===== src/rtl/write_ptr_full.sv =====
// Write-domain pointer and full-flag generator for an asynchronous FIFO.
// Keeps the binary and Gray write pointers. Compares the next Gray pointer with
// the read pointer, which arrives already synchronized to write_clk.
// Produces registered full, almost_full, fill level and a sticky overflow flag.
module write_ptr_full #(
    parameter int address   = 3,
    parameter int AF_MARGIN = 2
) (
    input  logic               write_clk,
    input  logic               write_rst_n,
    input  logic               write_en,
    input  logic [address:0]   sync_read_ptr,
    output logic [address-1:0] write_addr,
    output logic [address:0]   write_ptr,
    output logic               write_accept,
    output logic               full,
    output logic               almost_full,
    output logic [address:0]   write_level,
    output logic               overflow
);

    localparam int PW    = address + 1;
    localparam int DEPTH = 1 << address;
    localparam logic [address:0] AF_THRESH = PW'(DEPTH - AF_MARGIN);

    logic [address:0] wbin;
    logic [address:0] wbin_next;
    logic [address:0] wgray_next;
    logic [address:0] rbin;
    logic [address:0] full_pattern;
    logic [address:0] level_next;
    logic             full_next;
    logic             almost_full_next;

    // A write is taken only while the FIFO is not full; this also gates the memory.
    assign write_accept = write_en & ~full;

    // Advance the pointer by the accepted write. Wrap-around is the natural modulo of the width.
    always_comb begin
        wbin_next  = wbin + {{address{1'b0}}, write_accept};
        wgray_next = (wbin_next >> 1) ^ wbin_next;
    end

    // Gray-to-binary conversion of the synchronized read pointer.
    // Each bit is the XOR of all Gray bits at or above it.
    always_comb begin
        rbin          = '0;
        rbin[address] = sync_read_ptr[address];
        for (int i = address - 1; i >= 0; i--) begin
            rbin[i] = rbin[i+1] ^ sync_read_ptr[i];
        end
    end

    // Full in Gray space: the top two bits are inverted relative to the read pointer and the
    // rest match. Using the next pointer makes full rise on the edge that writes the last slot.
    always_comb begin
        full_pattern     = {~sync_read_ptr[address:address-1], sync_read_ptr[address-2:0]};
        full_next        = (wgray_next == full_pattern);
        level_next       = wbin_next - rbin;
        almost_full_next = (level_next >= AF_THRESH);
    end

    // Pointer registers. The binary pointer's low bits address the memory directly.
    always_ff @(posedge write_clk or negedge write_rst_n) begin
        if (!write_rst_n) begin
            wbin      <= '0;
            write_ptr <= '0;
        end else begin
            wbin      <= wbin_next;
            write_ptr <= wgray_next;
        end
    end

    assign write_addr = wbin[address-1:0];

    // Status flags. The read pointer is stale, so these can only overstate occupancy, never understate it.
    always_ff @(posedge write_clk or negedge write_rst_n) begin
        if (!write_rst_n) begin
            full        <= 1'b0;
            almost_full <= 1'b0;
            write_level <= '0;
        end else begin
            full        <= full_next;
            almost_full <= almost_full_next;
            write_level <= level_next;
        end
    end

    // Sticky record of a write attempted while full; only reset clears it.
    always_ff @(posedge write_clk or negedge write_rst_n) begin
        if (!write_rst_n) begin
            overflow <= 1'b0;
        end else begin
            overflow <= overflow | (write_en & full);
        end
    end

endmodule


===== config.mk =====
export PLATFORM = sky130hd
export DESIGN_NAME = write_ptr_full
export DESIGN_NICKNAME = d
export VERILOG_FILES = /design/src/rtl/write_ptr_full.sv
export SDC_FILE = /design/constraint.sdc
export NUM_CORES = 1
export LEC_CHECK = 0
export BUFFER_PORTS_ARGS = -buffer_cell sky130_fd_sc_hd__clkbuf_2
export CAP_MARGIN = 40
export CORE_UTILIZATION = 40
export CTS_BUF_LIST = sky130_fd_sc_hd__clkbuf_8 sky130_fd_sc_hd__clkbuf_16
export DETAILED_ROUTE_END_ITERATION = 16
export HOLD_SLACK_MARGIN = 0.12
export PLACE_DENSITY_LB_ADDON = 0.3
export RECOVER_POWER = 25
export SLEW_MARGIN = 25
export SYNTH_ARGS = -nofsm -noshare
export SYNTH_HDL_FRONTEND = slang
export SYNTH_SLANG_ARGS = --single-unit

===== constraint.sdc =====
create_clock -name write_clk -period 3.75 [get_ports write_clk]
set_input_delay 0.1875 -clock write_clk [delete_from_list [all_inputs] [get_ports write_clk]]
set_output_delay 0.1875 -clock write_clk [all_outputs]
set_load 0.05 [all_outputs]

---- Word level (Yosys, flattened, before mapping) ----
Cells that the tools add are included.
storage, ports and cells
  flip-flop bits (word level) ............. 15
  bits of input ports ..................... 7
  output and inout port bits .............. 15
  logic and storage cells ................. 19
cells by class
  magnitude comparators ................... 1
  bitwise logic cells ..................... 9
  add/sub/neg operators ................... 2
  equality and inequality tests ........... 1
operator list
  kind                                                                   count
  4-bit by 1-bit adder with 4-bit output                                 1
  4-bit == test                                                          1
  4-bit by 3-bit >= comparator with 1-bit output, second input constant  1
  4-bit subtractor                                                       1
  3-bit by 4-bit bitwise XOR with 4-bit output                           1
  1-bit bitwise XOR                                                      3
  1-bit bitwise AND                                                      2
  2-bit inverter                                                         1
  1-bit inverter                                                         1
  1-bit OR                                                               1

---- Depth between registers and ports, before layout ----
Gate-level depths: netlist of the first run.
  depth in word-level cells ............... 5
  gate-level depth with buffers ........... 9
  mapped depth without buffers ............ 9

---- Least setup slack after synthesis of the first run ----
Ideal clock, no wire load.
  kind .................................... register to register
  from .................................... register full
  to ...................................... register almost_full
  required time ........................... 3632 ps
  slack ................................... 581 ps
  stages on the path, launching flop included .. 10
  arrival time ............................ 3051 ps
  path through ............................ dfrtp_1 > nor2b_1 > ha_1 > ha_1 > xor2_2 > ha_1 > a21oi_1 > o21ai_0 > xor3_1 > a21o_1
on the way
  cells in the longest elaborated chain, start to end .. 5
ends and longest elaborated chain
  element                                         RTL line  source
  start: declaration                              16        output logic full,
  start signal: assignment                        83        full <= full_next;
  1-bit inverter                                  36        assign write_accept = write_en & ~full;
  1-bit bitwise AND                               36
  via write_accept                                15        output logic write_accept,
  4-bit by 1-bit adder with 4-bit output          40        wbin_next = wbin + {{address{1'b0}}, write_accept};
  via wbin_next[2]                                27        logic [address:0] wbin_next;
  4-bit subtractor                                59        level_next = wbin_next - rbin;
  via level_next[3]                               31        logic [address:0] level_next;
  4-bit by 3-bit >= comparator with 1-bit output  60        almost_full_next = (level_next >= AF_THRESH);
  via almost_full_next                            33        logic almost_full_next;
  end signal: assignment                          84        almost_full <= almost_full_next;
  end: declaration                                17        output logic almost_full,
The timed path passes the listed nets, and every way through them passes these cells.

---- Worst setup path after layout of the first run ----
  from .................................... register full
  to ...................................... register almost_full
on the way
  cells in the longest elaborated chain, start to end .. 5
ends and longest elaborated chain
  element                                         RTL line
  1-bit inverter                                  36
  1-bit bitwise AND                               36
  4-bit by 1-bit adder with 4-bit output          40
  via wbin_next[2]                                27
  4-bit subtractor                                59
  via level_next[3]                               31
  4-bit by 3-bit >= comparator with 1-bit output  60
  via almost_full_next                            33
The timed path passes the listed nets, and every way through them passes these cells.

==> results of run 1 <==
-- cell usage after synthesis --
master	number	share of area, %
sky130_fd_sc_hd__dfrtp_1	14	52
sky130_fd_sc_hd__inv_1	6	3.3
sky130_fd_sc_hd__ha_1	5	9.3
sky130_fd_sc_hd__xnor2_1	5	6.5
sky130_fd_sc_hd__xor2_1	5	6.5
sky130_fd_sc_hd__a21o_1	2	2.2
sky130_fd_sc_hd__nand3_1	2	1.5
sky130_fd_sc_hd__or3_1	2	1.9
sky130_fd_sc_hd__xor2_2	2	4.8
sky130_fd_sc_hd__a21oi_1	1	0.74
sky130_fd_sc_hd__a22oi_1	1	1.1
sky130_fd_sc_hd__fa_1	1	3.0
sky130_fd_sc_hd__nand2_1	1	0.56
sky130_fd_sc_hd__nand3_2	1	1.5
sky130_fd_sc_hd__nor2b_1	1	0.93
sky130_fd_sc_hd__o21ai_0	1	0.74
sky130_fd_sc_hd__xor3_1	1	3.5
-- routing by layer --
layer	wire length (um)	share of wire (%)	global-route usage [%]	up-vias
met2	487	50	19.70	11
li1	-	-	-	215
met1	434	45	14.96	194
met4	19	2.0	5.455	0
met3	26	2.7	1.277	2
met5	0	0	0	-
-- cells by family after synthesis --
group	after synthesis	synth area share (%)
flip-flops	14	51.95
XOR/XNOR	13	21.33
AND/OR/NAND/NOR	7	6.308
buffers and inverters	6	3.339
adder cells (fa/ha/maj)	6	12.25
AO/OA/AOI/OAI	5	4.822
-- how the worst min path moves through the flow --
stage | to | cells after the start
floorplan | almost_full$_DFF_PN0_ | 0
global placement | write_level[0]$_DFF_PN0_ | 1
detailed placement | write_level[0]$_DFF_PN0_ | 1
CTS | overflow$_DFF_PN0_ | 2
global route | overflow$_DFF_PN0_ | 2
finish | overflow$_DFF_PN0_ | 2
-- worst register-to-register path: stages (launching register included) --
cell and delay (ps):
sky130_fd_sc_hd__dfrtp_1 390, sky130_fd_sc_hd__nor2b_1 170, sky130_fd_sc_hd__ha_1 210, sky130_fd_sc_hd__ha_1 210, sky130_fd_sc_hd__xor2_2 360, sky130_fd_sc_hd__ha_1 260
sky130_fd_sc_hd__nand2_1 60, sky130_fd_sc_hd__o21ai_0 210, sky130_fd_sc_hd__xor3_1 290, sky130_fd_sc_hd__a21o_1 170
-- flip-flops by register name (all words and copies together), names as in the netlist --
register / cells
overflow: 1
write_ptr: 3
almost_full: 1
wbin: 4
write_level: 4
full: 1
-- cell type report --
type	instances	area [sq um]
clock buffers	4	55.05
repair buffers	22	113.9
well taps	16	20.02
flip-flops and latches	14	350.3
inverters	6	22.52
multi-input cells	31	301.5
fillers	144	678.2
-- metrics by stage --
step	utilization, %	instances	area (sq um)	worst slack [ps]
2_1_floorplan	-	51	674.4	581.4
3_3_place_gp	51.87	88	799.5	1406
3_5_place_dp	51.87	88	799.5	1320
4_1_cts	56.09	93	864.6	1285
5_1_grt	56.01	93	863.3	1178
6_report	56.01	93	863.3	1325
==> impl_metrics.yaml, run 1 <==
setup_path:
  worstReg2RegEnd: "almost_full$_DFF_PN0_"
  worst-endpoint-required_ps: 3880
  path_buf_inv: 0
  worst_setup_path_end_kind: "register"
  start_kind: "register"
  regToRegSetupSlack_ps: 1330
  worst_r2r_path_depth: 9
  timing.critical_path.arrival_ps: 2550
  cpMostUsedCell: "sky130_fd_sc_hd__ha_1"
  crit_path_start: "full$_DFF_PN0_"
  crit_end: "almost_full$_DFF_PN0_"
  critical_path_class: "reg2reg"
  timing.critical_path.fanout_max: 6
  cp_num_cells: 9
  critical_path.slowest_cell: "sky130_fd_sc_hd__dfrtp_1"
  crit_chain: "nor2b_1 -> ha_1 -> ha_1 -> xor2_2 -> ha_1 -> nand2_1 -> o21ai_0 -> xor3_1 -> a21o_1"
  crit_family: "adder cells"
  worstReg2RegStart: "full$_DFF_PN0_"
  slowest_delay_ps: 390
clock_tree:
  cts-htree-levels: 1
  clock_path_buffers: 2
  buffers_inserted_during_post_cts_setup_optimization: 0
  cts_repair_resize_count: 0
  number_of_clock_sinks: 14
  tritoncts: "yes"
  cts_hold_buf: 1
  number_of_buffers_created_by_cts: 3
  clk_transition_reported_paths_ps: 60
  insertion_delay_ps: 240
  ctsRootBufferMaster: "sky130_fd_sc_hd__clkbuf_8"
synthesis:
  count_of_warnings_emitted_by_yosys: 0
  synthesis.instances: 51
  synth_seq_area_share_pct: 51.95
  mean_syn_cell_area_sq_um: 13.22
  synth_area_sq_um: 674.4
  syn-num-nets: 64
  synth-seq-cells: 14
  ys_types: 17
finish:
  num-nets-final: 91
  final_layout_size_suffix_gt1_share_pct: 35.06
  final_common_cell: "sky130_fd_sc_hd__clkbuf_2"
  area_delta_synth_final_pct: 28.01
  mostFrequentLayoutCells: "sky130_fd_sc_hd__clkbuf_2, sky130_fd_sc_hd__dfrtp_1, sky130_fd_sc_hd__inv_1"
  diodes: 0
global_route:
  grt_start_max_net_pins: 15
  first_pass_grt_wire_length_mm: 1.587
  groute.usage.overall_pct: 11.69
  grt_ovf: 0
  vias_in_the_first_global_route: 380
  number_of_antenna_violations_at_the_first_check_in_global_routing: 0
routing:
  detail_route.drc_violations: 0
  detail_routed_via_count_per_cell: 4.538
  postRouteWirelength_um: 967
  total_number_of_vias: 422
  drt_first_pass_iters: 1
  drt-initial-drc-count: 0
  postRouteAntennaNets: 0
  wl_per_cell_um: 10.40
placement:
  globalplace.congestion: 0.6938
  hpwlAfterDp_um: 822.5
  port_buffers: 21
floorplan:
  core_area_sq_mm: 0.001541
  floorplan.die.width_um: 43.06
  floorplan.rows: 14
  top_level_ports: 22
  initial_core_util_pct: 43.75
  fp.dieH_um: 43.06
  fp.dieArea_sq_mm: 0.001854
timing:
  setup_violations_final: 0
  setup_repair_after_global_routing_missed_its_margin: "false"
  tightest_slew_ps: 701.4
  slew_headroom_pct: 53.24
  fin_setup_tns_ps: 0
  drv_slew: 0
  finalHoldWorstSlack_ps: 162.0
  finalCriticalPeriod_ps: 2425
  fin_worst_skew_ps: 3.865
  max_freq_ghz: 0.4124
  post_route_clock_period_utilization_pct: 64.67
  final-hold-violation-count: 0
worst_hold_path:
  hold_start: "write_en"
  worst_hold_path_type: "in2reg"
run:
  cap_violations: 0
run_status:
  outcome: "complete, no violations"
Power of run 1 is left out: the tool's default activity adds up to more than one toggle a clock period on the data nets, which glitch-free logic cannot reach.
==> run 2, diff against run 1 <==
==> constraint.sdc (replaced) <==
create_clock -name write_clk -period 2.19 [get_ports write_clk]
set_input_delay 0.1095 -clock write_clk [delete_from_list [all_inputs] [get_ports write_clk]]
set_output_delay 0.1095 -clock write_clk [all_outputs]
set_load 0.05 [all_outputs]
==> impl_metrics.yaml, run 2 (synthesized netlist as in run 1, its figures left out) <==
run_status:
  outcome: "complete, no violations"
routing:
  detail_route.drc_violations: 0
  drt_first_pass_iters: 3
  total_number_of_vias: 457
  postRouteAntennaNets: 0
  postRouteWirelength_mm: 1.144
  wl_per_cell_um: 11.92
  drt-initial-drc-count: 6
  detail_routed_via_count_per_cell: 4.760
clock_tree:
  clk_transition_reported_paths_ps: 60
  clock_path_buffers: 2
  tritoncts: "yes"
  insertion_delay_ps: 240
  number_of_clock_sinks: 14
  cts-htree-levels: 1
  ctsRootBufferMaster: "sky130_fd_sc_hd__clkbuf_8"
  number_of_buffers_created_by_cts: 3
  buffers_inserted_during_post_cts_setup_optimization: 0
global_route:
  vias_in_the_first_global_route: 469
  grt_start_max_net_pins: 15
  number_of_antenna_violations_at_the_first_check_in_global_routing: 0
  groute.usage.overall_pct: 15.46
  grt_ovf: 0
  first_pass_grt_wire_length_mm: 2.049
timing:
  tightest_slew_ps: 755.2
  fin_worst_skew_ps: 2.203
  max_freq_ghz: 0.5069
  setup_repair_after_global_routing_missed_its_margin: "false"
  slew_headroom_pct: 49.65
  setup_violations_final: 0
  final-hold-violation-count: 0
  post_route_clock_period_utilization_pct: 90.08
  finalHoldWorstSlack_ps: 168.5
  final.setup.worst_slack_ps: 217.2
  finalCriticalPeriod_ps: 1973
  drv_slew: 0
finish:
  area_used_by_multi_input_combinational_logic_sq_um: 361.6
  diodes: 0
  reg.largest.list: "wbin: 4 flops, write_level: 4 flops, write_ptr: 3 flops"
  postLayoutCoreUtil_pct: 61.61
  number_of_fillers_in_the_final_layout: 134
  mostFrequentLayoutCells: "sky130_fd_sc_hd__clkbuf_2, sky130_fd_sc_hd__dfrtp_1, sky130_fd_sc_hd__inv_1"
  final_common_cell: "sky130_fd_sc_hd__clkbuf_2"
  final_layout_size_suffix_gt1_share_pct: 43.75
  num-nets-final: 94
  area_delta_synth_final_pct: 40.82
  sequential_cell_area_sq_um: 351.6
setup_path:
  timing.critical_path.arrival_ps: 2100
  worst-endpoint-required_ps: 2320
  crit_chain: "nor2b_4 -> ha_4 -> ha_4 -> xor2_4 -> ha_4 -> nand2_1 -> o21ai_1 -> xor3_1 -> a21o_1"
  path_buf_inv: 0
  start_kind: "register"
  critical_path.slowest_cell: "sky130_fd_sc_hd__dfrtp_2"
  cp_num_cells: 9
  critical_path_class: "reg2reg"
  regToRegSetupSlack_ps: 220
  timing.critical_path.fanout_max: 3
  worst_r2r_path_depth: 9
  crit_family: "adder cells"
  slowest_delay_ps: 390
  worst_setup_path_end_kind: "register"
  cpMostUsedCell: "sky130_fd_sc_hd__ha_4"
floorplan:
  fp.dieH_um: 43.06
  top_level_ports: 22
  floorplan.die.width_um: 43.06
  initial_core_util_pct: 43.75
  core_area_sq_mm: 0.001541
  fp.dieArea_sq_mm: 0.001854
  floorplan.rows: 14
run:
  cap_violations: 0
worst_hold_path:
  worstHoldPathCells: 3
  worst_hold_path_type: "in2reg"
placement:
  port_buffers: 21
  globalplace.congestion: 0.6991
  place_ws_ps: 211.3
  hpwlAfterDp_um: 960.1
-- run 2: path summary, 6_finish.rpt --
| kind | start | end |
|---|---|---|
| hold / removal | sync_read_ptr[3] | full$_DFF_PN0_ |
| setup / recovery | full$_DFF_PN0_ | almost_full$_DFF_PN0_ |
| hold reg to reg | overflow$_DFF_PN0_ | overflow$_DFF_PN0_ |
| min in group asynchronous | write_rst_n | write_level[0]$_DFF_PN0_ |
| setup reg to reg | full$_DFF_PN0_ | almost_full$_DFF_PN0_ |
| max in group asynchronous | write_rst_n | full$_DFF_PN0_ |
-- run 2: layer usage --
metal  up-vias  global-route usage, %  share of wire (%)
met5         -                      0                  0
met4         0                  7.273                1.7
met3         2                  2.553                2.9
met2        15                  26.06                 52
met1       220                  19.22                 44
li1        220                      -                  -
-- run 2: final cells by class --
class	count	area share [%]
Multi-Input combinational cell	31	38.08
Timing Repair Buffer	25	14.62
Clock buffer	4	5.797
Sequential cell	14	37.02
Tap cell	16	2.108
Inverter	6	2.372
-- run 2: through the flow --
step	setup TNS [ps]	cell area [sq um]	std cells
floorplan	-193.3	735.7	51
global placement	0	875.8	90
detailed placement	0	875.8	90
CTS	0	950.9	96
global route	0	949.7	96
finish	0	949.7	96
-- run 2: what timing repair did --
action,in CTS,in global routing
hold buffers,2,0
hold endpoints to repair,15,0
gates resized for setup,0,0
-- run 2: worst min-delay path: cells and delay by family --
family / cells / cell delay, ps
AOI/OAI and AO/OA: 1 / 60
buffers and inverters: 1 / 120
and+or+nand+nor: 1 / 70
Power of run 2 is left out for the same reason.
==> run 3, diff against run 2 <==
--- a/config.mk
+++ b/config.mk
@@ -5,7 +5,7 @@
 export SDC_FILE = /design/constraint.sdc
 export NUM_CORES = 1
 export LEC_CHECK = 0
-export BUFFER_PORTS_ARGS = -buffer_cell sky130_fd_sc_hd__clkbuf_2
+export BUFFER_PORTS_ARGS = -buffer_cell sky130_fd_sc_hd__buf_4
 export CAP_MARGIN = 40
 export CORE_UTILIZATION = 40
 export CTS_BUF_LIST = sky130_fd_sc_hd__clkbuf_8 sky130_fd_sc_hd__clkbuf_16
@@ -13,6 +13,7 @@
 export HOLD_SLACK_MARGIN = 0.12
 export PLACE_DENSITY_LB_ADDON = 0.3
 export RECOVER_POWER = 25
+export REMOVE_ABC_BUFFERS = 1
 export SLEW_MARGIN = 25
 export SYNTH_ARGS = -nofsm -noshare
 export SYNTH_HDL_FRONTEND = slang
==> impl_metrics.yaml, run 3 (synthesized netlist as in run 1, its figures left out) <==
run_status:
  outcome: "complete, no violations"
clock_tree:
  clock_path_buffers: 2
  insertion_delay_ps: 240
  clk_transition_reported_paths_ps: 60
  ctsRootBufferMaster: "sky130_fd_sc_hd__clkbuf_8"
  cts-htree-levels: 1
  number_of_buffers_created_by_cts: 3
  tritoncts: "yes"
  number_of_clock_sinks: 14
finish:
  diodes: 0
  final_common_cell: "sky130_fd_sc_hd__buf_4"
  design_area_sq_mm: 0.001010
  final_layout_size_suffix_gt1_share_pct: 44.05
  mostFrequentLayoutCells: "sky130_fd_sc_hd__buf_4, sky130_fd_sc_hd__dfrtp_1, sky130_fd_sc_hd__inv_1"
  area_delta_synth_final_pct: 49.72
  num-nets-final: 98
  reg.largest.list: "wbin: 4 flops, write_level: 4 flops, write_ptr: 3 flops"
  postLayoutCoreUtil_pct: 65.50
floorplan:
  top_level_ports: 22
  core_area_sq_mm: 0.001541
  fp.dieH_um: 43.06
  initial_core_util_pct: 43.75
  floorplan.rows: 14
  floorplan.die.width_um: 43.06
  fp.dieArea_sq_mm: 0.001854
setup_path:
  worst_setup_path_end_kind: "register"
  worstReg2RegEnd: "almost_full$_DFF_PN0_"
  start_kind: "register"
  crit_chain: "nor2b_2 -> ha_2 -> ha_4 -> xor2_4 -> ha_4 -> a21oi_1 -> o21ai_1 -> xor3_1 -> a21o_1"
  cp_num_cells: 9
  timing.critical_path.fanout_max: 3
  worst-endpoint-required_ps: 2320
  critical_path.slowest_cell: "sky130_fd_sc_hd__dfrtp_1"
  path_buf_inv: 0
  crit_family: "adder cells"
  worstReg2RegStart: "full$_DFF_PN0_"
  slowest_delay_ps: 380
  cpMostUsedCell: "sky130_fd_sc_hd__ha_4"
  worst_r2r_path_depth: 9
  critical_path_class: "reg2reg"
  regToRegSetupSlack_ps: 160
  timing.critical_path.arrival_ps: 2160
timing:
  setup_repair_after_global_routing_missed_its_margin: "false"
  setup_violations_final: 0
  finalCriticalPeriod_ps: 2030
  tightest_slew_ps: 721.0
  final.setup.worst_slack_ps: 159.6
  final-hold-violation-count: 0
  fin_worst_skew_ps: 5.342
  slew_headroom_pct: 51.93
  max_freq_ghz: 0.4925
  finalHoldWorstSlack_ps: 177.9
  drv_slew: 0
  post_route_clock_period_utilization_pct: 92.71
global_route:
  grt_start_max_net_pins: 15
  vias_in_the_first_global_route: 447
  groute.usage.overall_pct: 15.80
  first_pass_grt_wire_length_mm: 2.056
  number_of_antenna_violations_at_the_first_check_in_global_routing: 0
  grt_ovf: 0
placement:
  post_dp_area_sq_um: 874.6
  port_buffers: 21
  place_ws_ps: -11.58
  hpwlAfterDp_um: 930.1
  globalplace.congestion: 0.7109
routing:
  drt-initial-drc-count: 3
  detail_route.drc_violations: 0
  drt_first_pass_iters: 2
  postRouteWirelength_mm: 1.231
  total_number_of_vias: 459
  detail_routed_via_count_per_cell: 4.590
  postRouteAntennaNets: 0
  wl_per_cell_um: 12.31
worst_hold_path:
  worst_hold_path_type: "in2reg"
  hold-path-endpoint: "full$_DFF_PN0_"
  worstHoldPathCells: 3
  hold_start: "sync_read_ptr[3]"
run:
  cap_violations: 0
-- run 3: stage by stage --
step,instances,setup TNS [ps]
final,100,0
after floorplan,51,-4300
after global placement,91,0
after global routing,100,0
after detailed placement,91,-11.58
after CTS,100,0
-- run 3: area by class of cell --
| class | instances | area [sq um] |
|---|---|---|
| fill | 132 | 531.8 |
| sequential | 14 | 350.3 |
| multi-input combinational | 31 | 342.8 |
| timing repair buffer | 29 | 219.0 |
| clock buffer | 4 | 55.05 |
| inverter | 6 | 22.52 |
| tap | 16 | 20.02 |
-- run 3: repair_timing --
item,4_1_cts,5_1_grt
buffers inserted,3,0
endpoints found under the hold margin,15,0
resized for setup,7,0
pin swaps,4,1
endpoints found under the setup margin,1,2
hold buffers,2,0
-- run 3: layer usage --
layer  share of wire (%)  vias to the layer above  wire, um  track usage, %
met5                   0                        -         0               0
met4                 1.5                        0        19           7.273
met3                 2.2                        2        27           2.553
met2                  55                       11       678           26.36
met1                  41                      217       505           20.06
li1                    -                      229         -               -
-- run 3: worst reg2reg max path, cell delays in order (launching register included) --
cell                      delay, ps
sky130_fd_sc_hd__dfrtp_1        380
sky130_fd_sc_hd__nor2b_2        150
sky130_fd_sc_hd__ha_2           220
sky130_fd_sc_hd__ha_4           150
sky130_fd_sc_hd__xor2_4         200
sky130_fd_sc_hd__ha_4           240
sky130_fd_sc_hd__a21oi_1        120
sky130_fd_sc_hd__o21ai_1         90
sky130_fd_sc_hd__xor3_1         200
sky130_fd_sc_hd__a21o_1         170
-- run 3: how the worst max path moves through the flow --
| stage | startpoint | slack [ps] | end |
|---|---|---|---|
| finish | full$_DFF_PN0_ | 160 | almost_full$_DFF_PN0_ |
| CTS | full$_DFF_PN0_ | 5 | almost_full$_DFF_PN0_ |
| floorplan | full$_DFF_PN0_ | -980 | almost_full$_DFF_PN0_ |
| global route | full$_DFF_PN0_ | 80 | almost_full$_DFF_PN0_ |
| global placement | full$_DFF_PN0_ | 50 | almost_full$_DFF_PN0_ |
| detailed placement | full$_DFF_PN0_ | -10 | almost_full$_DFF_PN0_ |
Power of run 3 is left out for the same reason.
